## config.mk

```make
export PLATFORM = sky130hd
export DESIGN_NAME = vga_timing_gen
export DESIGN_NICKNAME = d
export VERILOG_FILES = /design/src/rtl/vga_timing_gen.sv
export SDC_FILE = /design/constraint.sdc
export NUM_CORES = 1
export LEC_CHECK = 0
export ABC_AREA = 1
export CAP_MARGIN = 20
export CORE_MARGIN = 2
export CORE_UTILIZATION = 50
export CTS_CLUSTER_DIAMETER = 200
export DETAILED_ROUTE_END_ITERATION = 10
export GPL_TIMING_DRIVEN = 0
export HOLD_SLACK_MARGIN = 0.1
export PLACE_DENSITY = 0.82
export SLEW_MARGIN = 20
export SYNTH_ARGS = -nofsm -noshare
export SYNTH_HDL_FRONTEND = slang
export SYNTH_SLANG_ARGS = --single-unit
```

## constraint.sdc

```tcl
create_clock -name wb_clk_i -period 1.8 [get_ports wb_clk_i]
set_input_delay 0.45 -clock wb_clk_i [delete_from_list [all_inputs] [get_ports wb_clk_i]]
set_output_delay 0.45 -clock wb_clk_i [all_outputs]
set_load 0.05 [all_outputs]
```

## src/rtl/vga_timing_gen.sv

```systemverilog
// VGA raster timing generator with a two-stage sync/blanking pipeline.
// Stage 0 is the raw (x,y) raster; hsync, vsync and rgb trail it by two pixel steps.
module vga_timing_gen #(
    parameter int H_ACTIVE = 640,
    parameter int H_FP     = 24,
    parameter int H_SYNC   = 40,
    parameter int H_BP     = 128,
    parameter int V_ACTIVE = 480,
    parameter int V_FP     = 9,
    parameter int V_SYNC   = 3,
    parameter int V_BP     = 28
) (
    input  logic       wb_clk_i,
    input  logic       wb_rst_i,
    input  logic       pix_en,
    input  logic [2:0] rgb_in,
    output logic [9:0] x,
    output logic [9:0] y,
    output logic       active,
    output logic       line_start,
    output logic       frame_start,
    output logic [7:0] frame_cnt,
    output logic       hsync,
    output logic       vsync,
    output logic [2:0] rgb
);

    localparam logic [9:0] H_ACT  = 10'(H_ACTIVE);
    localparam logic [9:0] H_SS   = 10'(H_ACTIVE + H_FP);
    localparam logic [9:0] H_SE   = 10'(H_ACTIVE + H_FP + H_SYNC);
    localparam logic [9:0] H_LAST = 10'(H_ACTIVE + H_FP + H_SYNC + H_BP - 1);
    localparam logic [9:0] V_ACT  = 10'(V_ACTIVE);
    localparam logic [9:0] V_SS   = 10'(V_ACTIVE + V_FP);
    localparam logic [9:0] V_SE   = 10'(V_ACTIVE + V_FP + V_SYNC);
    localparam logic [9:0] V_LAST = 10'(V_ACTIVE + V_FP + V_SYNC + V_BP - 1);

    logic x_wrap;
    logic y_wrap;
    logic hs0;
    logic vs0;
    logic hs1;
    logic vs1;
    logic act1;

    assign x_wrap      = (x == H_LAST);
    assign y_wrap      = (y == V_LAST);
    assign active      = (x < H_ACT) && (y < V_ACT);
    assign line_start  = (x == 10'd0);
    assign frame_start = (x == 10'd0) && (y == 10'd0);
    assign hs0         = !((x >= H_SS) && (x < H_SE));
    assign vs0         = !((y >= V_SS) && (y < V_SE));

    always_ff @(posedge wb_clk_i) begin
        if (wb_rst_i) begin
            x         <= '0;
            y         <= '0;
            frame_cnt <= '0;
        end else if (pix_en) begin
            x <= x_wrap ? 10'd0 : x + 10'd1;
            if (x_wrap) begin
                y <= y_wrap ? 10'd0 : y + 10'd1;
                if (y_wrap)
                    frame_cnt <= frame_cnt + 8'd1;
            end
        end
    end

    // rgb_in belongs to the pixel now held in stage 1, so blank against act1.
    always_ff @(posedge wb_clk_i) begin
        if (wb_rst_i) begin
            hs1   <= 1'b1;
            vs1   <= 1'b1;
            act1  <= 1'b0;
            hsync <= 1'b1;
            vsync <= 1'b1;
            rgb   <= 3'b000;
        end else if (pix_en) begin
            hs1   <= hs0;
            vs1   <= vs0;
            act1  <= active;
            hsync <= hs1;
            vsync <= vs1;
            rgb   <= act1 ? rgb_in : 3'b000;
        end
    end

endmodule

```

==> results of run 1 <==
power by group through the flow:
| stage | clock, mW | sequential (mW) | combinational (mW) |
|---|---|---|---|
| 2_1_floorplan | 0 | 0.864 | 0.0723 |
| 3_3_place_gp | 0 | 0.836 | 0.149 |
| 3_5_place_dp | 0 | 0.838 | 0.153 |
| 4_1_cts | 0.624 | 0.817 | 0.151 |
| 5_1_grt | 0.666 | 0.814 | 0.163 |
| 6_report | 0.614 | 0.813 | 0.150 |
Yosys cell counts:
cell type / count / area share (%)
a211oi_1: 3 / 1.2
a21oi_1: 20 / 5.1
and3_1: 1 / 0.32
buf_2: 1 / 0.26
buf_6: 1 / 0.58
clkbuf_1: 3 / 0.58
clkinv_1: 1 / 0.19
dfxtp_1: 36 / 37
ha_1: 7 / 4.5
inv_1: 33 / 6.4
inv_2: 2 / 0.39
nand2_1: 60 / 12
nand2_2: 4 / 1.3
nand2_4: 1 / 0.58
nand3_1: 27 / 6.9
nand3_2: 1 / 0.51
nand3b_1: 1 / 0.39
nand4_1: 5 / 1.6
nor2_1: 44 / 8.5
nor2_2: 3 / 0.97
nor2_4: 2 / 1.2
nor3_1: 6 / 1.5
nor3_2: 3 / 1.5
nor3b_1: 2 / 0.77
nor4_1: 2 / 0.64
o21ai_0: 8 / 2.1
o21ai_1: 3 / 0.77
o22ai_1: 1 / 0.32
xnor2_1: 1 / 0.45
xor2_1: 4 / 1.8
cell families (layout without fill, tap and decap cells):
kind of cell	after synthesis	after routing
AND/OR/NAND/NOR	162	162
buffers and inverters	41	90
XOR/XNOR	5	5
AO/OA/AOI/OAI	35	35
adder cells (fa/ha/maj)	7	7
flip-flops	36	36
worst reg2reg max path: stages, from the launching register on:
cell and delay (ps):
dfxtp_2 380, ha_2 220, nand2_1 90, nor2_4 140, nand2_2 100, nor2_4 130
buf_6 160, nand2_1 80, o21ai_1 130, nor2_1 50
area by class of cell:
type | instances | share of cell area [%]
timing repair buffer | 42 | 14.6
multi-input combinational | 209 | 44.1
clock buffer | 7 | 3.73
inverter | 36 | 5.43
buffer | 5 | 1.07
tap | 48 | 2.33
sequential | 36 | 28.8
sequential cells by signal, indices dropped and copies added, names as in the netlist:
name / cells
y: 10
x: 10
hsync: 1
rgb: 3
act1: 1
vs1: 1
frame_cnt: 8
hs1: 1
vsync: 1
stage by stage:
step	total power [mW]	util (%)	TNS (ps)	worst slack (ps)
6_report	1.58	70.0	-104	-104
5_1_grt	1.64	70.0	-188	-144
4_1_cts	1.59	67.7	-194	-194
3_5_place_dp	0.990	65.7	-3400	-471
3_3_place_gp	0.986	65.7	-3160	-461
2_1_floorplan	0.936	-	-315	-171
cell usage in the layout (no fill, tap or decap), drive strengths merged, types with 2 or more instances in the layout:
cell type	n
clkbuf	11
xor2	4
buf	7
inv	35
nor4	2
nor2	49
ha	7
dfxtp	36
nand2	65
nand4	5
a21oi	20
nor3b	2
clkdlybuf4s50	3
dlygate4sd2	32
nor3	9
nand3	28
o21ai	11
a211oi	3
what timing repair did:
action | CTS | global route
buffers inserted | 1 | 1
resized for setup | 59 | 30
pin swaps | 2 | 6
setup endpoints to repair | 36 | 14
worst min path at each step:
stage	depth (start not counted)	to	from	slack, ps
after floorplan	2	hsync$_SDFFE_PP1P_	hs1$_SDFFE_PP1P_	440
after global placement	2	vsync$_SDFFE_PP1P_	vsync$_SDFFE_PP1P_	440
after detailed placement	2	hsync$_SDFFE_PP1P_	hsync$_SDFFE_PP1P_	450
after CTS	2	rgb[2]$_SDFFE_PP0P_	wb_rst_i	460
after global routing	2	rgb[2]$_SDFFE_PP0P_	wb_rst_i	470
final	2	hsync$_SDFFE_PP1P_	hsync$_SDFFE_PP1P_	460
routing by layer:
layer,part of all wire [%],vias to the layer above,track usage [%]
li1,-,1018,-
met1,45,943,29.7
met2,49,48,39.0
met3,4.2,7,5.45
met4,1.9,0,10.2
met5,0,-,0
==> results.ini, run 1 <==
[run_status]
status = finished with violations
violations = setup timing

[worst_setup_path]
cp_top_family = simple AND/OR/NAND/NOR gates
path_buf_inv = 2
cp-start-kind = flop
cp.required_ps = 1350
rr_startpoint = x[0]$_SDFFE_PP0P_
cp.depth = 5
slowest_delay_ps = 370
r2r_cells = 9
timing.rr.end = frame_cnt[1]$_SDFFE_PP0P_
crit_type = reg2out
cp_max_fo = 6
slowest_stage = dfxtp_4
endpoint = frame_start
cp-end-kind = output pin
worst-r2r-setup-slack_ps = 220
worstPathCellList = inv_4, ha_4, nand3_4, nor4_4, buf_6
cp.arrival_ps = 1450
crit_start = y[0]$_SDFFE_PP0P_

[synth]
syn-mean-instance-area_um2 = 6.80
synth_mux_area_share_pct = 0
synth_top_family_by_area = simple AND/OR/NAND/NOR gates
syn_inst = 286
synth_cell_types = 30
yosys.area_share.simple_pct = 38.4
yosys_register_bits = 36
yosysWarnings = 0
synth_fa_ha_area_share_pct = 4.50
synth_compound_area_share_pct = 9.46
synth_xor_area_share_pct = 2.25
syn_nets = 299
synth-seq-area-share_pct = 37.1
synth_area_mm2 = 0.00194

[die]
chipHeight_um = 66.4
io_pins = 42
num_rows = 22
start_util_pct = 52.7
die-area_mm2 = 0.00440
die_x_um = 66.4
coreArea_mm2 = 0.00369

[finish]
multiInputGateArea_mm2 = 0.00114
seqCellArea_um2 = 743
nFillCells = 337
final_cells = 383
syn_to_final_growth_pct = 32.8
drive_gt1_share_pct = 17.0
layout.nets = 348
fin_area_mm2 = 0.00258
diodes = 0

[timing]
relSlewSlack_pct = 63.7
finalWorstPathRequiredPeriod_ps = 1900
maxClockFrequency_mhz = 525
hold_viol = 0
setup_viol = 1
rsz0062_at_grt = true
clock_skew_ps = 2.24
whs_ps = 462
drv_slew = 0
post-route-period-util_pct = 106
fin_ws_ps = -104
tightestPinTransition_ps = 544

[power_and_ir_drop]
clock_power_share_pct = 38.9
p_int_mw = 1.19
switchingPower_mw = 0.386
ir_drop_v = 0.000414
seq_power_share_pct = 51.5
leakagePower_nw = 1.18
power.density_mw_per_mm2 = 611
sw_frac_of_total_pct = 24.5
combPwrFrac_pct = 9.5

[detailed_routing]
first_pass_iters = 4
drc = 0
drtIter0Drc = 142
finalWirelength_um = 4810
wl_per_cell_um = 12.6
viasPerCell = 5.26
vias = 2016
ant_nets = 0

[clock_tree]
numCtsBuffers = 5
ctsHoldBuffers = 0
clockRootBuffer = clkbuf_8
cts_sinks = 36
cts_max_level = 2
cts_tree = done
cts.clk_slew.worst_paths_ps = 70
clkLatencyLatePin_ps = 290
cts_buffer_depth = 2

[min_path]
hold_path_class = reg2reg

[placement]
hpwl_um = 3470
portBuffers = 40
dp_cells = 374
finalWeightedCongestion = 0.843
dpl_cell_area_mm2 = 0.00242

[global_route]
track_usage_pct = 23.8
grt_overflow = 0
antenna_found_initial = 0
grt_pass1_vias = 1779
grt_start_max_net_pins = 11
grt_pass1_wl_um = 7980

[flow_run]
cap_violations = 0

No activity file was read; power rests on OpenSTA's default activity.
==> inputs of run 2 (changes only) <==
--- a/config.mk
+++ b/config.mk
@@ -9,6 +9,7 @@
 export CAP_MARGIN = 20
 export CORE_MARGIN = 2
 export CORE_UTILIZATION = 50
+export CTS_BUF_LIST = sky130_fd_sc_hd__clkbuf_8 sky130_fd_sc_hd__clkbuf_16
 export CTS_CLUSTER_DIAMETER = 200
 export DETAILED_ROUTE_END_ITERATION = 10
 export GPL_TIMING_DRIVEN = 0
==> results of run 2 <==
Final layout, timing and power as in run 1 (identical DEF).
